<file path="config.mk">
export PLATFORM = sky130hd
export DESIGN_NAME = binary_mul_arbiter
export DESIGN_NICKNAME = d
export VERILOG_FILES = /design/src/rtl/binary_mul_arbiter.sv
export SDC_FILE = /design/constraint.sdc
export NUM_CORES = 1
export LEC_CHECK = 0
export ABC_AREA = 1
export CAP_MARGIN = 20
export CORE_UTILIZATION = 43
export DETAILED_ROUTE_END_ITERATION = 10
export PLACE_DENSITY = 0.9
export SYNTH_ARGS = -nofsm -noshare
export SYNTH_HDL_FRONTEND = slang
export SYNTH_SLANG_ARGS = --single-unit
export TNS_END_PERCENT = 100
</file>
<file path="constraint.sdc">
create_clock -name clk -period 2.85 [get_ports clk]
set_clock_uncertainty 0.05 [all_clocks]
set_input_delay 0.57 -clock clk [delete_from_list [all_inputs] [get_ports clk]]
set_output_delay 0.57 -clock clk [all_outputs]
set_load 0.05 [all_outputs]
</file>
<file path="src/rtl/binary_mul_arbiter.sv">
// binary_mul_arbiter: round-robin front end for one shared row-pipelined multiplier.
// Grants one requester at a time, holds its operands steady for LATENCY+1 cycles,
// captures the product and returns it on a tagged valid/ready response channel.
module binary_mul_arbiter #(
  parameter int unsigned NUM_REQ = 4,
  parameter int unsigned WIDTH   = 4,
  parameter int unsigned LATENCY = 5,
  localparam int unsigned ID_W   = $clog2(NUM_REQ)
) (
  input  logic                     clk,
  input  logic                     rst_n,
  input  logic [NUM_REQ-1:0]       req_valid,
  output logic [NUM_REQ-1:0]       req_ready,
  input  logic [NUM_REQ*WIDTH-1:0] req_a,
  input  logic [NUM_REQ*WIDTH-1:0] req_b,
  output logic [WIDTH-1:0]         mul_a,
  output logic [WIDTH-1:0]         mul_b,
  output logic                     mul_en,
  input  logic [2*WIDTH-1:0]       mul_p,
  output logic                     rsp_valid,
  input  logic                     rsp_ready,
  output logic [ID_W-1:0]          rsp_id,
  output logic [2*WIDTH-1:0]       rsp_p,
  output logic                     busy
);

  localparam int unsigned CNT_W = $clog2(LATENCY + 1);
  localparam int unsigned P_W   = 2 * WIDTH;

  typedef enum logic [1:0] {
    S_IDLE = 2'd0,
    S_HOLD = 2'd1,
    S_RESP = 2'd2
  } state_t;

  state_t             r_state;
  state_t             w_state_nxt;
  logic [CNT_W-1:0]   r_cnt;
  logic [ID_W-1:0]    r_last;
  logic [ID_W-1:0]    r_id;
  logic [WIDTH-1:0]   r_mul_a;
  logic [WIDTH-1:0]   r_mul_b;
  logic               r_rsp_valid;
  logic [ID_W-1:0]    r_rsp_id;
  logic [P_W-1:0]     r_rsp_p;

  logic               w_found;
  logic [ID_W-1:0]    w_gnt_idx;
  logic [WIDTH-1:0]   w_gnt_a;
  logic [WIDTH-1:0]   w_gnt_b;
  logic               w_grant;
  logic               w_capture;
  logic               w_rsp_hs;

  // Round-robin search: first valid requester starting just after the last winner.
  always_comb begin
    int unsigned v_idx;
    w_found   = 1'b0;
    w_gnt_idx = '0;
    v_idx     = 0;
    for (int unsigned k = 1; k <= NUM_REQ; k++) begin
      v_idx = 32'(r_last) + k;
      if (v_idx >= NUM_REQ) v_idx = v_idx - NUM_REQ;
      if (!w_found && req_valid[ID_W'(v_idx)]) begin
        w_found   = 1'b1;
        w_gnt_idx = ID_W'(v_idx);
      end
    end
  end

  // Operand mux for the winning requester.
  always_comb begin
    w_gnt_a = '0;
    w_gnt_b = '0;
    for (int unsigned i = 0; i < NUM_REQ; i++) begin
      if (w_gnt_idx == ID_W'(i)) begin
        w_gnt_a = req_a[i*WIDTH +: WIDTH];
        w_gnt_b = req_b[i*WIDTH +: WIDTH];
      end
    end
  end

  assign w_grant   = (r_state == S_IDLE) && w_found;
  assign w_capture = (r_state == S_HOLD) && (r_cnt == CNT_W'(LATENCY));
  assign w_rsp_hs  = (r_state == S_RESP) && rsp_ready;

  // State register.
  always_ff @(posedge clk or negedge rst_n) begin
    if (!rst_n) r_state <= S_IDLE;
    else        r_state <= w_state_nxt;
  end

  // Next-state logic.
  always_comb begin
    w_state_nxt = r_state;
    case (r_state)
      S_IDLE:  if (w_found)   w_state_nxt = S_HOLD;
      S_HOLD:  if (w_capture) w_state_nxt = S_RESP;
      S_RESP:  if (rsp_ready) w_state_nxt = S_IDLE;
      default: w_state_nxt = S_IDLE;
    endcase
  end

  // FSM outputs: single-cycle grant strobe in IDLE, multiplier enable in HOLD.
  always_comb begin
    req_ready = '0;
    mul_en    = 1'b0;
    busy      = 1'b0;
    case (r_state)
      S_IDLE: begin
        for (int unsigned i = 0; i < NUM_REQ; i++) begin
          if (w_found && (w_gnt_idx == ID_W'(i))) req_ready[i] = 1'b1;
        end
      end
      S_HOLD: begin
        mul_en = 1'b1;
        busy   = 1'b1;
      end
      S_RESP: busy = 1'b1;
      default: ;
    endcase
  end

  // Operand hold, owner tracking and settle counter.
  always_ff @(posedge clk or negedge rst_n) begin
    if (!rst_n) begin
      r_mul_a <= '0;
      r_mul_b <= '0;
      r_id    <= '0;
      r_last  <= ID_W'(NUM_REQ - 1);
      r_cnt   <= '0;
    end else if (w_grant) begin
      r_mul_a <= w_gnt_a;
      r_mul_b <= w_gnt_b;
      r_id    <= w_gnt_idx;
      r_last  <= w_gnt_idx;
      r_cnt   <= '0;
    end else if (r_state == S_HOLD) begin
      r_cnt <= r_cnt + CNT_W'(1);
    end
  end

  // Response register: captured once the product has settled, released on handshake.
  always_ff @(posedge clk or negedge rst_n) begin
    if (!rst_n) begin
      r_rsp_valid <= 1'b0;
      r_rsp_id    <= '0;
      r_rsp_p     <= '0;
    end else if (w_capture) begin
      r_rsp_valid <= 1'b1;
      r_rsp_id    <= r_id;
      r_rsp_p     <= mul_p;
    end else if (w_rsp_hs) begin
      r_rsp_valid <= 1'b0;
    end
  end

  assign mul_a     = r_mul_a;
  assign mul_b     = r_mul_b;
  assign rsp_valid = r_rsp_valid;
  assign rsp_id    = r_rsp_id;
  assign rsp_p     = r_rsp_p;

endmodule

</file>
# Word-level counts from Yosys, hierarchy flattened
# Cells that the tools add are included.
word_totals:
  reg_bits: 28
  latchBits: 0
  ramBits: 0
  mem_bits_ro: 0
  input_bits: 47
  output_inout_bits: 25
  elab_cells: 97
  n_memories: 0
op_classes:
  add_sub_neg: 9
  multipliers: 0
  div: 0
  order_cmp: 8
  eq_ne: 9
  n_shift: 0
  muxes: 43
  bitwise: 0
  n_reduce_logical: 19
op_table:
  columns: ["operator", "n"]
  rows:
  - ["$mux W4", 9]
  - ["$mux W2", 11]
  - ["$mux W1", 16]
  - ["$lt A2 B3 Y1 const B", 4]
  - ["$logic_and A1 B1 Y1", 10]
  - ["$ge A3 B3 Y1 const B", 3]
  - ["$bmux W1 S2", 4]
  - ["$sub A2 B1 Y2 const B", 4]
  - ["$add A2 B2 Y3 const B", 2]
  - ["$eq A2 B2 Y1 const B", 3]
  - ["$mux W3", 2]
  - ["$ne A2 B2 Y1 const B", 3]
  - ["$pmux W2 S3", 1]
  - ["$add A2 B3 Y4 const B", 1]
  - ["$eq A2 B1 Y1 const B", 2]
  - ["$ge A4 B3 Y1 const B", 1]
  - ["$logic_not A2 Y1", 2]
  - ["$reduce_bool A2 Y1", 2]
  - ["$add A2 B1 Y3 const B", 1]
  - ["$add A3 B1 Y3 const B", 1]
  - ["$eq A3 B3 Y1 const B", 1]
  - ["$logic_not A1 Y1", 3]
  - ["$reduce_and A3 Y1", 1]
  - ["$reduce_or A2 Y1", 1]

# Depth between registers and ports, before layout
# Gate-level depths: netlist of the first run.
logic_depth:
  word_depth: 20
  depth_mapped: 18
  ltp_nobuf: 16

# Worst setup path after synthesis of the first run
# No wires, ideal clock.
synth_path:
  path_kind: "flip-flop to output port"
  start: "register r_last[0]"
  end: "output port req_ready[1]"
  arrival_ns: 2.457
  required_time_ns: 2.230
  setup_slack_ns: -0.227
  stages_incl_launch_ff: 13
  n_path_buf: 2
  path_cell_list: "dfstp_2 -> buf_6 -> inv_6 -> nand2_2 -> nand2_4 -> nand2_4 -> nand2_2 -> inv_2 -> nand3_1 -> nand2_2 -> nand2_4 -> buf_4 -> nor3_1"
synth_via:
  elab_chain_cells: 19
  elab_cells_between_ends: 42
  classes_between: "add/sub: 8; order compare: 4; eq/ne: 1; mux: 22; reduce/logical: 7"
synth_rtl:
  columns: ["element", "line_no", "source"]
  rows:
  - ["start: declaration", "39", "logic [ID_W-1:0] r_last;"]
  - ["start signal: assignment", "130", "r_last <= ID_W'(NUM_REQ - 1);"]
  - ["start signal: assignment", "136", "r_last <= w_gnt_idx;"]
  - ["$add A2 B1 Y3", "62", "v_idx = 32'(r_last) + k;"]
  - ["$ge A3 B3 Y1 / $sub A2 B1 Y2 (equally long branches)", "63", "if (v_idx >= NUM_REQ) v_idx = v_idx - NUM_REQ;"]
  - ["$mux W2", "63", null]
  - ["$bmux W1 S2", "64", "if (!w_found && req_valid[ID_W'(v_idx)]) begin"]
  - ["$mux W1 (implied by the code)", "64", null]
  - ["$mux W1", "64", null]
  - ["$logic_not A1 Y1", "64", null]
  - ["$logic_and A1 B1 Y1", "64", null]
  - ["[3 not listed]", null, null]
  - ["$mux W1", "64", null]
  - ["$logic_not A1 Y1", "64", null]
  - ["$logic_and A1 B1 Y1", "64", null]
  - ["$mux W2", "64", null]
  - ["$eq A2 B1 Y1", "112", "if (w_found && (w_gnt_idx == ID_W'(i))) req_ready[i] = 1'b1;"]
  - ["$logic_and A1 B1 Y1 (*)", "112", null]
  - ["$mux W1 (*)", "112", null]
  - ["$mux W4 (*)", "109", "case (r_state)"]
  - ["end: declaration", "13", "output logic [NUM_REQ-1:0] req_ready,"]
# Mark *: on every way between the ends. The rest lies on a longest branch, timed or not. The select of a mux whose other input is x is not followed.

# Final worst setup path of the first run
layout_path:
  start: "input port req_valid[0]"
  end: "output port req_ready[0]"
layout_via:
  elab_chain_cells: 16
  elab_cells_between_ends: 26
  classes_between: "mux: 18; reduce/logical: 8"
layout_rtl:
  columns: ["element", "line_no", "source"]
  rows:
  - ["start: declaration", "12", "input logic [NUM_REQ-1:0] req_valid,"]
  - ["$bmux W1 S2", "64", null]
  - ["$mux W1 (implied by the code)", "64", null]
  - ["$mux W1", "64", null]
  - ["$logic_not A1 Y1", "64", null]
  - ["$logic_and A1 B1 Y1", "64", null]
  - ["$mux W1", "64", null]
  - ["$logic_not A1 Y1", "64", null]
  - ["$logic_and A1 B1 Y1", "64", null]
  - ["$mux W1", "64", null]
  - ["$logic_not A1 Y1", "64", null]
  - ["$logic_and A1 B1 Y1", "64", null]
  - ["$mux W2", "64", null]
  - ["$logic_not A2 Y1", "112", null]
  - ["$logic_and A1 B1 Y1 (*)", "112", null]
  - ["$mux W1 (*)", "112", null]
  - ["$mux W4 (*)", "109", null]
# Marks and branches as above.

==> results of run 1 <==
[placed cells by master (no fill, tap or decap)]
master           count
nand2_1             75
clkdlybuf4s50_1     65
dfrtp_1             26
inv_1               23
nand3_1             18
o21ai_0             15
buf_4               14
nand2_2             11
mux2_2               8
nand4_1              6
nand2_4              5
nor2_1               5
ha_1                 5
inv_2                4
nor2_2               4
buf_12               4
a21oi_1              3
o21ai_2              3
clkbuf_8             3
o21ai_1              2
clkinv_1             2
nor2_4               2
dlymetal6s2s_1       2
dfstp_2              2
inv_6                1
a21oi_2              1
nand3_2              1
inv_4                1
nor3_2               1
o221ai_1             1
or2_2                1
o31ai_2              1
xnor2_1              1
nand3b_1             1
bufinv_16            1
buf_2                1
[report_power, final]
group / internal [W] / leakage [nW] / switching [W]
sequential: 0.000569 / 0.345 / 0.000106
combinational: 0.00112 / 0.965 / 0.00184
clock: 0.000188 / 0.0357 / 0.000119
total: 0.00188 / 1.35 / 0.00207
[per-stage QoR]
step	power, W	TNS, ns	setup slack [ns]	cells
2_1_floorplan	0.00260	0	0.0266	236
3_3_place_gp	0.00342	-0.0792	-0.0784	362
3_5_place_dp	0.00351	-0.107	-0.0680	362
4_1_cts	0.00386	0	0.00927	366
5_1_grt	0.00421	-0.0233	-0.0192	369
6_report	0.00395	0	0.0497	369
[cells by family after synthesis]
logic type,Yosys count
buf+inv,38
simple gates,130
mux,8
compound gates,26
flops,28
fa+ha+maj,5
xor+xnor,1
[sequential cells by signal (all words and copies together) (netlist names)]
register,count
rsp_p,8
mul_a,4
mul_b,4
r_cnt,3
r_id,2
r_last,2
r_state,2
rsp_id,2
rsp_valid,1
[cell type report]
cell class,instances,area (sq um),area share (%)
Multi-Input combinational cell,170,952,34.3
Timing Repair Buffer,86,866,31.2
Sequential cell,28,703,25.3
Inverter,31,124,4.46
Tap cell,50,62.6,2.25
Clock buffer,3,41.3,1.49
Clock inverter,1,30.0,1.08
[repair_timing]
item,CTS,global route
pin swaps,0,4
gates resized for setup,4,11
buffers inserted,0,3
setup endpoints to repair,3,4
[worst max-delay path: cells and delay by family]
kind	cells	cell delay [ns]
simple gates	9	1.01
buf+inv	2	0.61
[per-layer routing]
| metal | vias up | routed length, um | track usage [%] |
|---|---|---|---|
| met5 | - | 0 | 0 |
| met4 | 0 | 42 | 4.52 |
| met3 | 6 | 213 | 4.45 |
| met2 | 49 | 2360 | 39.8 |
| met1 | 860 | 1880 | 22.7 |
| li1 | 915 | - | - |
[how the worst max path moves through the flow]
stage | startpoint | to | slack [ns] | cells past startpoint
2_1_floorplan | r_last[0]$_DFFE_PN1P_ | req_ready[2] | 0.03 | 10
3_3_place_gp | req_valid[3] | req_ready[2] | -0.08 | 10
3_5_place_dp | req_valid[2] | req_ready[2] | -0.07 | 12
4_1_cts | req_valid[3] | req_ready[2] | 0.009 | 12
5_1_grt | r_last[0]$_DFFE_PN1P_ | req_ready[0] | -0.02 | 12
6_report | req_valid[0] | req_ready[0] | 0.05 | 11
==> flow_metrics.env, run 1 <==
export IMPL_status="complete, no violations"
export IMPL_tightestPinTransition_ns=0.513
export IMPL_cp_arrival_ns=2.18
export IMPL_grt_pass1_wl_mm=7.02
export IMPL_synthTopCellsByArea="dfrtp_1 36%, nand2_1 17%, nand3_1 5.0%"
export IMPL_cts_root_buf="clkbuf_8"
export IMPL_cts_path_max_buffers=2
export IMPL_synth_top_family_by_area="simple AND/OR/NAND/NOR gates"
export IMPL_r2r_slack_ns=0.46
export IMPL_yosysTopAreaCell="dfrtp_1"
export IMPL_whs_ns=0.442
export IMPL_rsz0062_at_grt="true"
export IMPL_dp_hpwl_mm=3.56
export IMPL_rr_endpoint="mul_b[1]$_DFFE_PN0P_"
export IMPL_dieHeight_um=66.5
export IMPL_worst_setup_path_start_kind="input port"
export IMPL_cp_max_fo=4
export IMPL_wl_per_cell_um=12.2
export IMPL_numClockSinks=28
export IMPL_start_util_pct=44.7
export IMPL_ys_warn_count=0
export IMPL_hold_viol=0
export IMPL_reg2reg_depth=15
export IMPL_grt_overflow_total=0
export IMPL_final_min_clock_period_ns=2.80
export IMPL_setup_viol=0
export IMPL_port_buffers=71
export IMPL_utilization_pct=69.5
export IMPL_p_leak_nw=1.35
export IMPL_dieWidth_um=66.5
export IMPL_ant_nets=0
export IMPL_critPathSlowestCell="clkdlybuf4s50_1"
export IMPL_nFillCells=335
export IMPL_synthesis_area_sq_um=1790
export IMPL_grt_start_max_net_pins=29
export IMPL_cts_tree="yes"
export IMPL_viasPerCell=4.96
export IMPL_synth_fa_ha_area_share_pct=3.50
export IMPL_diodes=0
export IMPL_dieArea_sq_um=4420
export IMPL_place_congestion=0.817
export IMPL_syn_area_per_cell_sq_um=7.57
export IMPL_power_density_nw_per_um2=1420
export IMPL_synth_nets=288
export IMPL_synthXorXnorAreaFrac_pct=0.490
export IMPL_ys_flop_type="dfrtp_1"
export IMPL_ys_top_cells_by_count="80 x nand2_1, 26 x dfrtp_1, 23 x inv_1"
export IMPL_drt_iter0_markers=61
export IMPL_drv_cap=0
export IMPL_yosys_cell_count_top_type="nand2_1"
export IMPL_synth_simple_area_share_pct=33.3
export IMPL_fin_area_sq_um=2780
export IMPL_slew_headroom_pct=65.7
export IMPL_fin_crit_sh_pct=98.3
export IMPL_fin_nets=372
export IMPL_place_area_sq_um=2640
export IMPL_path_class="in -> out"
export IMPL_cts_hold_buf=0
export IMPL_synth_cell_types=31
export IMPL_drtPass1Iterations=4
export IMPL_synthMuxAreaShare_pct=5.04
export IMPL_vias=1830
export IMPL_grt_use_total_pct=20.6
export IMPL_synth_edf_count=0
export IMPL_holdPathEnd="rsp_valid$_DFFE_PN0P_"
export IMPL_ys_async_sr_fraction_pct=100
export IMPL_ir_worst_vdd_mv=1.03
export IMPL_crit_required_ns=2.23
export IMPL_clock_latency_ns=0.27
export IMPL_worstSetupEndpointType="output pin"
export IMPL_synth_seq_cells=28
export IMPL_synth_top_area_share_pct=36.4
export IMPL_row_count=23
export IMPL_antenna_found_initial=0
export IMPL_grt_pass1_vias=1754
export IMPL_drv_slew=0
export IMPL_synth_compound_area_share_pct=8.54
export IMPL_path_cells="clkdlybuf4s50_1, nand2_1, nand2_2, nand2_4, nand2_2, nor2_2, nand3_2, nand2_4, nand2_1, nor2_2, buf_12"
export IMPL_wirelength_mm=4.50
export IMPL_cts_buffers=3
export IMPL_top_level_ports=72
export IMPL_hold_depth=2
export IMPL_layout_drive_gt1_share_pct=21.6
export IMPL_hp_class="reg -> reg"
export IMPL_clkTransAtPathRegs_ns=0.09
export IMPL_ys_seq_area_share_pct=39.4
export IMPL_netlist_instances=236
export IMPL_hp_start="rsp_valid$_DFFE_PN0P_"
export IMPL_syn_to_final_growth_pct=55.5
export IMPL_drc=0
export IMPL_max_freq_mhz=357
export IMPL_coreArea_sq_um=4000
export IMPL_r2r_start="r_last[0]$_DFFE_PN1P_"
export IMPL_crit_path_max_incr_delay_ns=0.46
export IMPL_ctsHtreeMaxLevel=1
(Power assumes the default switching activity.)
==> run 2: changes to the inputs <==
--- a/config.mk
+++ b/config.mk
@@ -8,6 +8,7 @@
 export ABC_AREA = 1
 export CAP_MARGIN = 20
 export CORE_UTILIZATION = 43
+export CTS_CLUSTER_DIAMETER = 60
 export DETAILED_ROUTE_END_ITERATION = 10
 export PLACE_DENSITY = 0.9
 export SYNTH_ARGS = -nofsm -noshare
==> results of run 2 <==
Same layout as run 1: the final DEF is identical, and so are final timing and power.
==> run 3: changes to the inputs <==
--- a/config.mk
+++ b/config.mk
@@ -7,10 +7,10 @@
 export LEC_CHECK = 0
 export ABC_AREA = 1
 export CAP_MARGIN = 20
-export CORE_UTILIZATION = 43
+export CORE_UTILIZATION = 39
 export CTS_CLUSTER_DIAMETER = 60
 export DETAILED_ROUTE_END_ITERATION = 10
-export PLACE_DENSITY = 0.9
+export PLACE_DENSITY = 0.86
 export SYNTH_ARGS = -nofsm -noshare
 export SYNTH_HDL_FRONTEND = slang
 export SYNTH_SLANG_ARGS = --single-unit
==> constraint.sdc (replaced) <==
create_clock -name clk -period 2.5 [get_ports clk]
set_clock_uncertainty 0.05 [all_clocks]
set_input_delay 0.5 -clock clk [delete_from_list [all_inputs] [get_ports clk]]
set_output_delay 0.5 -clock clk [all_outputs]
set_load 0.05 [all_outputs]
==> run 3 against run 2 <==
  * The run now ends with setup timing left
  * Register-to-register slack got worse by 0.39 ns
  * Cell count increased by 3.3%
  * Via count increased by 3.8%
  * Global-route usage about the same
  * Worst hold slack improved by 0.0067 ns
  * Clock power increased by 17%
  * Die area increased by 9.9%
  * Critical endpoint unchanged
  * Combinational power increased by 27%
==> flow_metrics.env, run 3 (synthesized netlist as in run 1, its figures left out) <==
export IMPL_status="finished with violations"
export IMPL_violations="setup timing"
export IMPL_worstSetupEndpointType="output pin"
export IMPL_dp_hpwl_mm=3.50
export IMPL_grt_overflow_total=0
export IMPL_pre_cts_slack_ns=-0.166
export IMPL_cts_tree="yes"
export IMPL_largest_reg_flops=8
export IMPL_tns_ns=-0.493
export IMPL_startpoint="req_valid[1]"
export IMPL_antenna_found_initial=0
export IMPL_grt_pass1_wl_mm=8.09
export IMPL_dieArea_sq_um=4860
export IMPL_setup_viol=4
export IMPL_fin_nets=382
export IMPL_slew_headroom_pct=65.9
export IMPL_dieHeight_um=69.7
export IMPL_wl_per_cell_um=12.8
export IMPL_top_level_ports=72
export IMPL_finalNonFillerCells=381
export IMPL_max_freq_mhz=379
export IMPL_setup_ws_ns=-0.142
export IMPL_start_util_pct=40.8
export IMPL_hp_class="reg -> reg"
export IMPL_cts_path_max_buffers=2
export IMPL_numClockSinks=28
export IMPL_grt_use_total_pct=20.6
export IMPL_path_class="in -> out"
export IMPL_cp_max_fo=4
export IMPL_hp_start="rsp_id[1]$_DFFE_PN0P_"
export IMPL_cts_hold_buf=0
export IMPL_drv_cap=0
export IMPL_layout_common_cells="69 x nand2_1, 65 x clkdlybuf4s50_1, 26 x dfrtp_1"
export IMPL_grt_busiest_layer="met2"
export IMPL_hold_viol=0
export IMPL_ctsHtreeMaxLevel=1
export IMPL_place_congestion=0.922
export IMPL_cts_root_buf="clkbuf_8"
export IMPL_syn_to_final_growth_pct=64.0
export IMPL_wirelength_mm=4.89
export IMPL_power_density_nw_per_um2=1670
export IMPL_rsz0062_at_grt="true"
export IMPL_ant_nets=0
export IMPL_clkTransAtPathRegs_ns=0.10
export IMPL_worst_setup_path_start_kind="input port"
export IMPL_viasPerCell=4.99
export IMPL_cp_arrival_ns=2.09
export IMPL_vias=1900
export IMPL_placed_cells=368
export IMPL_p_leak_nw=1.41
export IMPL_row_count=24
export IMPL_drv_slew=0
export IMPL_power_w=0.00488
export IMPL_layout_drive_gt1_share_pct=27.4
export IMPL_drt_iter0_markers=59
export IMPL_crit_required_ns=1.95
export IMPL_final_min_clock_period_ns=2.64
export IMPL_clock_latency_ns=0.28
export IMPL_utilization_pct=66.8
export IMPL_grtUsageMet3_pct=4.65
export IMPL_grt_start_max_net_pins=29
export IMPL_diodes=0
export IMPL_cts_buffers=3
export IMPL_coreArea_sq_um=4380
export IMPL_drtPass1Iterations=4
export IMPL_drc=0
export IMPL_tightestPinTransition_ns=0.510
export IMPL_ir_worst_vdd_mv=0.842
export IMPL_final_common_cell="nand2_1"
export IMPL_grtUsageMet1_pct=24.1
export IMPL_port_buffers=71
export IMPL_dieWidth_um=69.7
export IMPL_fin_crit_sh_pct=106
export IMPL_r2r_start="r_last[0]$_DFFE_PN1P_"
export IMPL_use_met2_pct=36.5
export IMPL_grt_pass1_vias=1874
-- run 3: cell count changes in the layout (fill, tap and decap cells not counted), moves of 2 or more --
cell / change
buf_4: +9
nand2_1: -6
nand2_4: +4
nand3_1: -3
nand3_2: +3
buf_6: +2
nand2_2: +2
-- run 3: critical path, stage by stage --
cell	delay, ns
clkdlybuf4s50_1	0.44
nand2_1	0.13
nand3_2	0.11
nand2_4	0.10
inv_2	0.04
nor2_2	0.12
nand3_2	0.13
nand2_4	0.14
nand2_2	0.09
nor2_4	0.13
buf_12	0.14
-- run 3: final cells by class --
cell class | instances | area [sq um]
Timing Repair Buffer | 96 | 947
Clock buffer | 3 | 41.3
Tap cell | 52 | 65.1
Sequential cell | 28 | 703
Clock inverter | 1 | 30.0
Multi-Input combinational cell | 170 | 1020
Inverter | 31 | 126
Fill cell | 344 | 1450
-- run 3: through the flow --
stage                     hold slack (ns)  area [sq um]
after floorplan                     0.154          1800
after global placement              0.416          2690
after detailed placement            0.423          2690
after CTS                           0.447          2840
after global routing                0.477          2930
final                               0.449          2930
-- run 3: final timing paths --
kind                                    endpoint  depth (start not counted)  slack [ns]
max reg2reg                 mul_b[3]$_DFFE_PN0P_                         17        0.07
max in group asynchronous  r_last[0]$_DFFE_PN1P_                          2        1.56
min reg2reg                rsp_id[1]$_DFFE_PN0P_                          2        0.45
max                                 req_ready[0]                         11       -0.14
min                        rsp_id[1]$_DFFE_PN0P_                          2        0.45
min in group asynchronous   rsp_p[4]$_DFFE_PN0P_                          2        0.54
-- run 3: layer usage --
layer,share of wire [%],vias up
met5,0,-
met2,49,69
met3,6.3,12
met1,43,883
met4,1.9,0
li1,-,936
-- run 3: power by group --
group | total (W) | internal, W | switching (W)
combinational | 0.00375 | 0.00150 | 0.00224
clock | 0.000360 | 0.000214 | 0.000145
sequential | 0.000776 | 0.000649 | 0.000127
total | 0.00488 | 0.00237 | 0.00252
-- run 3: what timing repair did --
item,CTS,global route
setup buffers,6,3
resized for setup,12,20
endpoints found under the setup margin,4,4
pin swaps,1,10
==> edit: new RTL, config.mk and constraints of run 3 <==
`LATENCY`: 5 -> 10.
--- a/src/rtl/binary_mul_arbiter.sv
+++ b/src/rtl/binary_mul_arbiter.sv
@@ -4,7 +4,7 @@
 module binary_mul_arbiter #(
   parameter int unsigned NUM_REQ = 4,
   parameter int unsigned WIDTH   = 4,
-  parameter int unsigned LATENCY = 5,
+  parameter int unsigned LATENCY = 10,
   localparam int unsigned ID_W   = $clog2(NUM_REQ)
 ) (
   input  logic                     clk,
Behaviour: not the same (Yosys sat finds a counterexample within 10 cycles, from zero or initial values and one cycle with rst_n low).
==> edit against run 3 <==
The flow still finishes with violations (setup timing). Routed wire length is 7.5% higher. Register-to-register slack worse by 40 ps. Setup slack worse by 50 ps. Area after synthesis is 1.2% lower. Sequential cell count is 1 higher. Via count is 0.68% higher. Final area is 3.9% higher. Highest routed layer unchanged.
Power is left out: the tool's default activity adds up to more than one toggle a clock period on the data nets, which glitch-free logic cannot reach.
==> edit: results (changes against run 3) <==
logic_synthesis:
  ys_top_cells_by_count: "66 x nand2_1, 29 x nor2_1, 28 x nand3_1, 27 x dfrtp_1, 15 x inv_1"
  muxShareOfSynthArea_pct: 5.10  # +0.061 points
  synth_fa_ha_area_share_pct: 4.25  # +0.75 points
  syn_nets: 281  # -2.4%
  synth.area.top_cells: "dfrtp_1 38%, nand2_1 14%, nand3_1 7.9%"
  yosysSeqAreaShare_pct: 41.2  # +1.9 points
  yosys.cell_types.count: 29  # -6.5%
  synth_flop_cell: "dfrtp_1"
  synth_compound_area_share_pct: 4.04  # -4.5 points
  ys_async_sr_fraction_pct: 100  # unchanged
  yosys_warnings: 0  # unchanged
  synth.avg_cell_area_um2: 7.74  # +2.3%
  synth_xor_area_share_pct: 0.992  # +0.50 points
worst_setup_path:
  worst-path-max-fanout: 7  # +3
  cp_slowest_cell: "dfstp_2"
  cp.arrival_ps: 2140  # +50 ps
  slowest_delay_ps: 570  # +130 ps
layout:
  drive_gt1_share_pct: 29.5  # +2.1 points
  n_fill_cell: 321  # -6.7%
  largest_reg_flops: 8  # unchanged
  final_nets: 381  # -0.26%
  antenna_cells: 0  # unchanged
global_routing:
  grt_max_degree: 30  # +3.4%
  track_usage_pct: 21.7  # +1.1 points
  grt_pass1_vias: 1877  # +0.16%
  antenna_found_initial: 0  # unchanged
  grt_first_pass_wirelength_um: 8280  # +2.3%
clock_tree:
  cts.clk_slew.worst_paths_ps: 60  # -40 ps
  clk_latency_ps: 290
  cts.path.max_buffers: 2  # unchanged
  htree_levels: 2  # +1
  cts_root_buffer: "clkbuf_8"
  numCtsBuffers: 5  # +2
routing:
  viasPerCell: 5.02  # +0.68%
  wl_per_cell_um: 13.8  # +7.5%
  routed_wl_um: 5250  # +7.5%
  drt_first_pass_iters: 4  # unchanged
  drt_iter0_drc: 112  # +90%
place:
  dp.cells: 360  # -2.2%
  dp_hpwl_um: 3450  # -1.3%
  portBuffers: 71  # unchanged
  gp_congestion: 0.824  # -11%
timing:
  tightest_slew_ps: 521  # +10.9 ps
  setup_viol: 4  # unchanged
  fin_ws_ps: -192  # -50.2 ps
outcome:
  status: "finished, violations left"
  failed_checks: "setup timing"
min_path:
  hold_class: "reg -> reg"
## edit: changes by cell type in the layout (fill, tap and decap cells not counted), sizes merged, moves of 3 or more
cell	change
clkdlybuf4s50	-3
o21ai	-11
nor2	+20
dlygate4sd2	+3
inv	-12
buf	+3
nand3	+12
nand2	-18
## edit: what timing repair did
item                       in CTS  in global routing
setup endpoints to repair       4                  8
gates resized for setup        26                 24
buffers inserted               10                  3
pin swaps                      16                 20
hold buffers                    0                  0
## edit: through the flow
step                      area (µm²)  util, %  setup slack (ps)  setup TNS [ps]
final                           3040     69.9              -192            -645
after global routing            3040     69.9              -292           -1310
after CTS                       2940     67.6              -126            -431
after detailed placement        2670     61.3              -244            -879
after global placement          2670     61.3              -190            -686
after floorplan                 1780        -              -166            -299
## edit: cell type report
type,instances,area share (%)
clock inverter,3,2.14
multi-input combinational,174,34.8
timing repair buffer,99,31.7
sequential,29,23.9
clock buffer,5,2.26
inverter,19,3.00
tap,52,2.14
## edit: cell families after synthesis
group | Yosys count
adders and majority gates | 6
buffers and inverters | 25
AOI/OAI and AO/OA | 13
DFF | 29
xor gates and xnor gates | 2
muxes | 8
and+or+nand+nor | 145
## edit: path summary, 6_finish.rpt
kind	cells past startpoint	end	startpoint	slack [ps]
worst max-delay path	11	req_ready[0]	r_last[0]	-190
worst min-delay path	2	rsp_valid	rsp_valid	430
worst max register to register	17	mul_b[1]	r_last[0]	30
worst min register to register	2	rsp_valid	rsp_valid	430
max in group asynchronous	2	r_last[1]	rst_n	1520
min in group asynchronous	2	r_cnt[0]	rst_n	550
## edit: per-layer routing
layer  share of wire (%)  vias to the layer above  GRT usage (%)
met1                  39                      889           25.0
met4                 1.6                        0           10.2
met3                 5.7                       10           4.36
met5                   0                        -              0
li1                    -                      938              -
met2                  54                       76           38.5
## edit: critical path: cells and delay by family (launching register included)
kind | cells | cell delay (ps)
AOI/OAI and AO/OA | 1 | 160
DFF | 1 | 570
and+or+nand+nor | 7 | 800
buffers and inverters | 3 | 320
